<file path="src/rtl/demux_route.sv">
// 1-to-2 registered demultiplexer: each word on y is steered to port a (sel=1) or port b (sel=0).
// Each port has its own 2-entry FIFO. Define DEMUX_ROUTE_CNT_EN to add per-port transfer counters.
module demux_route #(
    parameter int W     = 32,
    parameter int DEPTH = 2
) (
    input  logic         clk,
    input  logic         rst_n,
    input  logic [W-1:0] y,
    input  logic         sel,
    input  logic         y_valid,
    output logic         y_ready,
    output logic [W-1:0] a,
    output logic         a_valid,
    input  logic         a_ready,
    output logic [W-1:0] b,
    output logic         b_valid,
    input  logic         b_ready
`ifdef DEMUX_ROUTE_CNT_EN
    ,
    output logic [15:0]  a_cnt,
    output logic [15:0]  b_cnt
`endif
);

    localparam logic [1:0] FULL = 2'(DEPTH);

    logic [1:0]   cnt_a_q, cnt_a_d;
    logic [1:0]   cnt_b_q, cnt_b_d;
    logic         wr_a_q, wr_a_d, rd_a_q, rd_a_d;
    logic         wr_b_q, wr_b_d, rd_b_q, rd_b_d;
    logic [W-1:0] mem_a_q [2];
    logic [W-1:0] mem_a_d [2];
    logic [W-1:0] mem_b_q [2];
    logic [W-1:0] mem_b_d [2];
    logic         push_a, push_b, pop_a, pop_b;

    function automatic logic [1:0] next_cnt(input logic [1:0] cnt, input logic push,
                                            input logic pop);
        case ({push, pop})
            2'b10:   return cnt + 2'd1;
            2'b01:   return cnt - 2'd1;
            default: return cnt;
        endcase
    endfunction

    // Acceptance looks only at the registered count of the selected buffer, never at the consumers.
    assign y_ready = sel ? (cnt_a_q != FULL) : (cnt_b_q != FULL);
    assign a_valid = (cnt_a_q != 2'd0);
    assign b_valid = (cnt_b_q != 2'd0);

    assign push_a = y_valid && y_ready && sel;
    assign push_b = y_valid && y_ready && !sel;
    assign pop_a  = a_valid && a_ready;
    assign pop_b  = b_valid && b_ready;

    assign a = a_valid ? mem_a_q[rd_a_q] : '0;
    assign b = b_valid ? mem_b_q[rd_b_q] : '0;

    always_comb begin
        cnt_a_d = next_cnt(cnt_a_q, push_a, pop_a);
        cnt_b_d = next_cnt(cnt_b_q, push_b, pop_b);
        wr_a_d  = wr_a_q ^ push_a;
        rd_a_d  = rd_a_q ^ pop_a;
        wr_b_d  = wr_b_q ^ push_b;
        rd_b_d  = rd_b_q ^ pop_b;
        mem_a_d = mem_a_q;
        mem_b_d = mem_b_q;
        if (push_a) mem_a_d[wr_a_q] = y;
        if (push_b) mem_b_d[wr_b_q] = y;
    end

    always_ff @(posedge clk or negedge rst_n) begin
        if (!rst_n) begin
            cnt_a_q <= 2'd0;
            cnt_b_q <= 2'd0;
            wr_a_q  <= 1'b0;
            rd_a_q  <= 1'b0;
            wr_b_q  <= 1'b0;
            rd_b_q  <= 1'b0;
        end else begin
            cnt_a_q <= cnt_a_d;
            cnt_b_q <= cnt_b_d;
            wr_a_q  <= wr_a_d;
            rd_a_q  <= rd_a_d;
            wr_b_q  <= wr_b_d;
            rd_b_q  <= rd_b_d;
        end
    end

    // Storage needs no reset: outputs are gated by the counts.
    always_ff @(posedge clk) begin
        mem_a_q <= mem_a_d;
        mem_b_q <= mem_b_d;
    end

`ifdef DEMUX_ROUTE_CNT_EN
    logic [15:0] a_cnt_q, a_cnt_d;
    logic [15:0] b_cnt_q, b_cnt_d;

    always_comb begin
        a_cnt_d = a_cnt_q + 16'(pop_a);
        b_cnt_d = b_cnt_q + 16'(pop_b);
    end

    always_ff @(posedge clk or negedge rst_n) begin
        if (!rst_n) begin
            a_cnt_q <= 16'd0;
            b_cnt_q <= 16'd0;
        end else begin
            a_cnt_q <= a_cnt_d;
            b_cnt_q <= b_cnt_d;
        end
    end

    assign a_cnt = a_cnt_q;
    assign b_cnt = b_cnt_q;
`endif

endmodule

</file>
<file path="config.mk">
export PLATFORM = sky130hd
export DESIGN_NAME = demux_route
export DESIGN_NICKNAME = d
export VERILOG_FILES = /design/src/rtl/demux_route.sv
export SDC_FILE = /design/constraint.sdc
export NUM_CORES = 1
export LEC_CHECK = 0
export ABC_AREA = 1
export BUFFER_PORTS_ARGS = -buffer_cell sky130_fd_sc_hd__buf_4
export CORE_MARGIN = 2
export CORE_UTILIZATION = 37
export DETAILED_ROUTE_END_ITERATION = 10
export GPL_TIMING_DRIVEN = 0
export PLACE_DENSITY_LB_ADDON = 0.08
export SYNTH_ARGS = -nofsm -noshare
export SYNTH_HDL_FRONTEND = slang
export SYNTH_SLANG_ARGS = --single-unit
</file>
<file path="constraint.sdc">
create_clock -name clk -period 2.6 [get_ports clk]
set_clock_uncertainty 0.05 [all_clocks]
set_input_delay 0.26 -clock clk [delete_from_list [all_inputs] [get_ports clk]]
set_output_delay 0.26 -clock clk [all_outputs]
set_load 0.02 [all_outputs]
</file>
==> run summary, run 1 <==
Core area: 14400 µm²
Min cycle time layout: 2060 ps
Die W: 125 µm
Status: finished clean
WL per Instance: 16.6 µm
Critical path buffer and inverter count: 2
Worst path required time: 2590 ps
Mapped Cells: 408
Routed Wire Length: 12600 µm
Pwr/cell area: 1230 nW/µm²
Worst path slowest cell: ha_2
RSZ-0062 raised after global routing: false
Seq cells post-synth: 136
PortBufs: 104
I/O Pins: 105
Final non-filler cell total: 763
Final #Nets: 610
Share of layout cells above drive strength 1: 31.1%
DP Worst Slack: 482 ps
Setup bufs post-CTS: 0
DR iter-0 viols: 141
Top delay family on crit path: adder cells
Mean post-synth cell area: 13.3 µm²
N_diodes: 0
Root buf cell: clkbuf_16
Worst Max-Slew Pin Slew: 921 ps
Routing usage on met3: 5.05%
Mapped Nets: 452
Final period util: 79.1%
Worst-skew pair later-pin latency: 420 ps
DRC: 0
Number of fill cells: 1295
CTS tree: built
H-tree levels: 4
Synth cell count leaders: 143 x nand2_1, 128 x edfxtp_1, 51 x a21oi_1
M1 GR Usage: 21.7%
Row count: 44
Vias per cell: 4.61
Worst-path maximum fanout: 32
Sequential fraction of the synthesis area: 74.7%
Post-placement cell count: 698
Layout Utilization: 51.5%
P&R area growth vs syn: 37.3%
HPWL Detailed: 7700 µm
EDFF count, synth: 128
Clock Path Buffers: 2
Total track usage: 16.8%
Initial antenna violation count: 0
Initial Util: 37.5%
Final setup viols: 0
Syn Std Cell Area: 5410 µm²
Area of the die: 15600 µm²
Top Usage Layer GRT: met2
DRT Pass-1 Iters: 6
YS warnings: 0
Max-slew violations: 0
WP data arrival: 2040 ps
P_leak: 2.95 nW
Global Route met2 Usage: 26.8%
Worst vdd ir: 0.508 mV
Global-route wire length before repair: 19600 µm
Die H: 125 µm
Worst Hold Class: input port to async pin
WP depth: 6
Antenna Nets Post-Route: 0
Largest cells by area after synthesis: edfxtp_1 71%, nand2_1 9.9%, a21oi_1 4.7%
Synth unique cells: 21
Clock transition at path regs: 60 ps
Crit path largest cell delay: 790 ps
Setup WS post-layout: 543 ps
Final hold vios: 0
Via count: 3517
R2R depth: 6
Crit end category: flip-flop
Num CTS Buffers: 17
Crit path cell chain: inv_1, nor2_1, nand2_1, nand3_1, inv_1, ha_2
Max capacitance violation total: 0
Post-synth top flop: edfxtp_1
Cell accounting for the most synthesized area: edfxtp_1
Largest net degree at the start of global routing: 33
GP Congestion: 0.689
Slew margin rel.: 38.6%
Count leader, synth: nand2_1
Crit Path Class: flip-flop to flip-flop
Crit start category: flip-flop
Yosys top cell area share: 71.0%
CP dominant cell by count: inv_1
Top achievable clock speed: 0.486 GHz
FFs w/ async S/R, synth: 5.88%
Clock sink total: 136
GRT overflow: 0
Vias in the first global route: 3558
==> registers in the layout, indices dropped and copies added, names as in the netlist <==
name	cells
mem_a_q	64
mem_b_q	64
cnt_a_q	2
cnt_b_q	2
rd_a_q	1
rd_b_q	1
wr_a_q	1
wr_b_q	1
==> routing by layer <==
layer	vias to the layer above	routed length, µm
li1	1728	-
met1	1682	5640
met2	91	6210
met3	16	624
met4	0	177
met5	-	0
==> path summary, 6_finish.rpt <==
check                            from    endpoint  slack (ps)
max                        cnt_a_q[1]  mem_a_q[9]         540
min                             rst_n  cnt_b_q[0]         150
max reg2reg                cnt_a_q[1]  mem_a_q[9]         540
min reg2reg                cnt_a_q[1]  cnt_a_q[1]         510
max in group asynchronous       rst_n  cnt_a_q[1]        2210
min in group clk              a_ready      rd_a_q         150
==> stage by stage <==
stage / instance area (µm²) / hold WS (ps) / power, mW / TNS, ps
2_1_floorplan: 5410 / -85.6 / 5.15 / 0
3_3_place_gp: 6420 / 38.1 / 6.68 / -12910
3_5_place_dp: 6490 / 42.6 / 6.74 / 0
4_1_cts: 7430 / 130 / 9.28 / 0
5_1_grt: 7430 / 147 / 9.65 / 0
6_report: 7430 / 150 / 9.16 / 0
==> repair_timing <==
action | in CTS | in global routing
resized for setup | 0 | 0
hold endpoints to repair | 136 | 0
hold buffers | 33 | 0
==> placed cells by master, fill, tap and decap left out, types with 3 or more instances in the layout <==
| cell | instances |
|---|---|
| buf_4 | 109 |
| ha_2 | 4 |
| bufinv_16 | 4 |
| nor2_1 | 3 |
| dfrtp_1 | 8 |
| clkbuf_16 | 17 |
| nand3_1 | 3 |
| clkinvlp_4 | 6 |
| inv_1 | 19 |
| edfxtp_1 | 128 |
| clkinv_2 | 3 |
| a21oi_1 | 51 |
| buf_6 | 11 |
| nand2_1 | 143 |
| dlygate4sd3_1 | 33 |
| buf_2 | 5 |
| a21oi_2 | 13 |
==> kinds of logic after synthesis <==
| family | count (synthesis) | share of synthesized area [%] |
|---|---|---|
| adders and majority gates | 6 | 1.39 |
| xor gates and xnor gates | 2 | 0.324 |
| DFF | 136 | 74.7 |
| buffers and inverters | 43 | 4.99 |
| and+or+nand+nor | 154 | 11.3 |
| AOI/OAI and AO/OA | 67 | 7.24 |
==> final cells by class <==
type / count / area [µm²] / share of cell area (%)
multi-input combinational: 229 / 1110 / 14.9
inverter: 22 / 83.8 / 1.13
clock buffer: 19 / 433 / 5.83
tap: 184 / 230 / 3.10
buffer: 21 / 186 / 2.51
timing repair buffer: 139 / 1170 / 15.7
sequential: 136 / 4040 / 54.4
clock inverter: 13 / 179 / 2.41
==> where the power goes <==
group / total [mW] / switching [mW] / leakage [nW] / internal [mW]
registers: 2.85 / 0.105 / 1.27 / 2.74
logic: 3.83 / 2.37 / 1.40 / 1.46
clock network: 2.49 / 0.891 / 0.279 / 1.59
No activity file was read; power rests on OpenSTA's default activity.
==> run 2, diff against run 1 <==
==> constraint.sdc (replaced) <==
create_clock -name clk -period 2 [get_ports clk]
set_clock_uncertainty 0.05 [all_clocks]
set_input_delay 0.2 -clock clk [delete_from_list [all_inputs] [get_ports clk]]
set_output_delay 0.2 -clock clk [all_outputs]
set_load 0.02 [all_outputs]
==> run 2 against run 1 <==
The flow now finishes with violations (negative setup slack). Critical endpoint unchanged. Critical path type unchanged. Final cell count is the same. Wire length grew 0.27%. Clock-buffer cell count is the same. Register-to-register slack lost 610 ps. Sequential power grew 30%.
==> run summary, run 2 (synthesis gave the netlist of run 1 again) <==
Worst Max-Slew Pin Slew: 917 ps (-4.35 ps)
RSZ-0062 raised after global routing: true
Routed Wire Length: 12700 µm (+0.27%)
Core area: 14400 µm² (unchanged)
Die W: 125 µm (unchanged)
Int Power: 7.56 mW (+30%)
Status: finished, violations left
Global-route wire length before repair: 19600 µm (unchanged)
N_diodes: 0 (unchanged)
Clock share of power: 27.0% (about the same)
R2r startpoint: cnt_a_q[1]
Reg power frac: 31.0% (about the same)
Most frequent cells in the layout: 143 x nand2_1, 128 x edfxtp_1, 108 x buf_4
Total track usage: 16.8% (unchanged)
Largest net degree at the start of global routing: 33 (unchanged)
Setup TNS: -3170 ps (-3170 ps)
Final non-filler cell total: 763 (unchanged)
PortBufs: 104 (unchanged)
Crit path largest cell delay: 790 ps (about the same)
Pwr/cell area: 1600 nW/µm² (+30%)
Clock Path Buffers: 2 (unchanged)
Min cycle time layout: 2060 ps (+6.25 ps)
Post-placement cell count: 698 (unchanged)
Final #Nets: 610 (unchanged)
Initial antenna violation count: 0 (unchanged)
Root buf cell: clkbuf_16
Final hold vios: 0 (unchanged)
Worst R2R End: mem_a_q[9]
Top delay family on crit path: adder cells
Final period util: 103% (+24 points)
I/O Pins: 105 (unchanged)
Crit Path Class: flip-flop to flip-flop
WP data arrival: 2050 ps (about the same)
CP dominant cell by count: inv_1
P_leak: 2.95 nW (+0.15%)
Crit end category: flip-flop
Largest registers: mem_a_q x64, mem_b_q x64
CTS tree: built
DR iter-0 viols: 149 (+5.7%)
Crit path cell chain: inv_1, nor2_1, nand2_1, nand3_1, inv_1, ha_2
Row count: 44 (unchanged)
WL per Instance: 16.6 µm (+0.27%)
R2R depth: 6 (unchanged)
Setup WS post-layout: -63.5 ps (-606 ps)
Worst vdd ir: 0.660 mV (+30%)
DP Worst Slack: -118 ps (-600 ps)
Sw power: 4.39 mW (+31%)
Violated checks: negative setup slack
Worst Hold Class: input port to async pin
Vias per cell: 4.60 (-0.14%)
Placed Area: 6490 µm² (unchanged)
Setup bufs post-CTS: 0 (unchanged)
Layout Utilization: 51.7% (+0.21 points)
Net Sw Frac: 36.7% (about the same)
Design Area, Final: 7460 µm² (+0.40%)
Commonest non-fill, non-tap cell in the layout: nand2_1
Max-slew violations: 0 (unchanged)
GRT overflow: 0 (unchanged)
Slew margin rel.: 38.9% (+0.29 points)
H-tree levels: 4 (unchanged)
DRC: 0 (unchanged)
Area of the die: 15600 µm² (unchanged)
P&R area growth vs syn: 37.8%
Reg2Reg Setup Slack: -60 ps (-610 ps)
Final setup viols: 64 (+64)
Critical path buffer and inverter count: 2 (unchanged)
Worst path required time: 1990 ps (-600 ps)
GP Congestion: 0.689 (unchanged)
Worst-path maximum fanout: 32 (unchanged)
Crit start category: flip-flop
DRT Pass-1 Iters: 5 (-1)
Num CTS Buffers: 17 (unchanged)
Via count: 3512 (-0.14%)
Clock sink total: 136 (unchanged)
Antenna Nets Post-Route: 0 (unchanged)
HPWL Detailed: 7700 µm (unchanged)
Top achievable clock speed: 0.485 GHz (-0.30%)
Initial Util: 37.5% (unchanged)
Vias in the first global route: 3558 (unchanged)
Gate power share: 42.0% (+0.2 points)
Die H: 125 µm (unchanged)
Worst path slowest cell: ha_2
Clock transition at path regs: 60 ps (about the same)
Share of layout cells above drive strength 1: 31.3% (+0.17 points)
Worst-skew pair later-pin latency: 420 ps (about the same)
Max capacitance violation total: 0 (unchanged)
-- run 2: repair_timing --
action,CTS,global route
endpoints found under the hold margin,136,0
setup endpoints to repair,64,91
resized for setup,0,5
hold buffers,33,0
gates cloned,0,0
-- run 2: per-layer routing --
layer	global-route usage, %	vias to the layer above	routed length [µm]
met4	6.80	0	179
met5	0	-	0
li1	-	1730	-
met3	5.05	17	600
met1	21.7	1675	5710
met2	26.8	90	6190
-- run 2: power by group through the flow --
stage,clock network [mW],registers (mW),logic (mW)
floorplan,0,3.74,2.95
global placement,0,3.76,4.92
detailed placement,0,3.76,5.00
CTS,3.28,3.70,5.08
global route,3.40,3.74,5.45
finish,3.22,3.71,5.02
-- run 2: through the flow --
stage | hold slack (ps) | total power [mW]
final | 91.3 | 12.0
after detailed placement | -17.4 | 8.76
after floorplan | -146 | 6.69
after CTS | 70.1 | 12.1
after global routing | 86.8 | 12.6
after global placement | -21.9 | 8.68
-- run 2: cell type report --
cell class,count,area [µm²]
fillers,1290,6960
plain buffers,21,190
clock buffers,19,433
multi-input cells,229,1130
flip-flops and latches,136,4040
repair buffers,139,1170
clock inverters,13,179
inverters,22,86.3
well taps,184,230
-- run 2: worst max path at each step --
stage / startpoint / endpoint / slack (ps) / cells after the start
floorplan: cnt_a_q[1] / mem_a_q[0] / -10 / 6
global placement: cnt_b_q[1] / mem_b_q[12] / -750 / 4
detailed placement: cnt_a_q[1] / mem_a_q[17] / -120 / 6
CTS: cnt_a_q[1] / mem_a_q[10] / -130 / 6
global route: cnt_a_q[1] / mem_a_q[17] / -260 / 6
finish: cnt_a_q[1] / mem_a_q[9] / -60 / 6
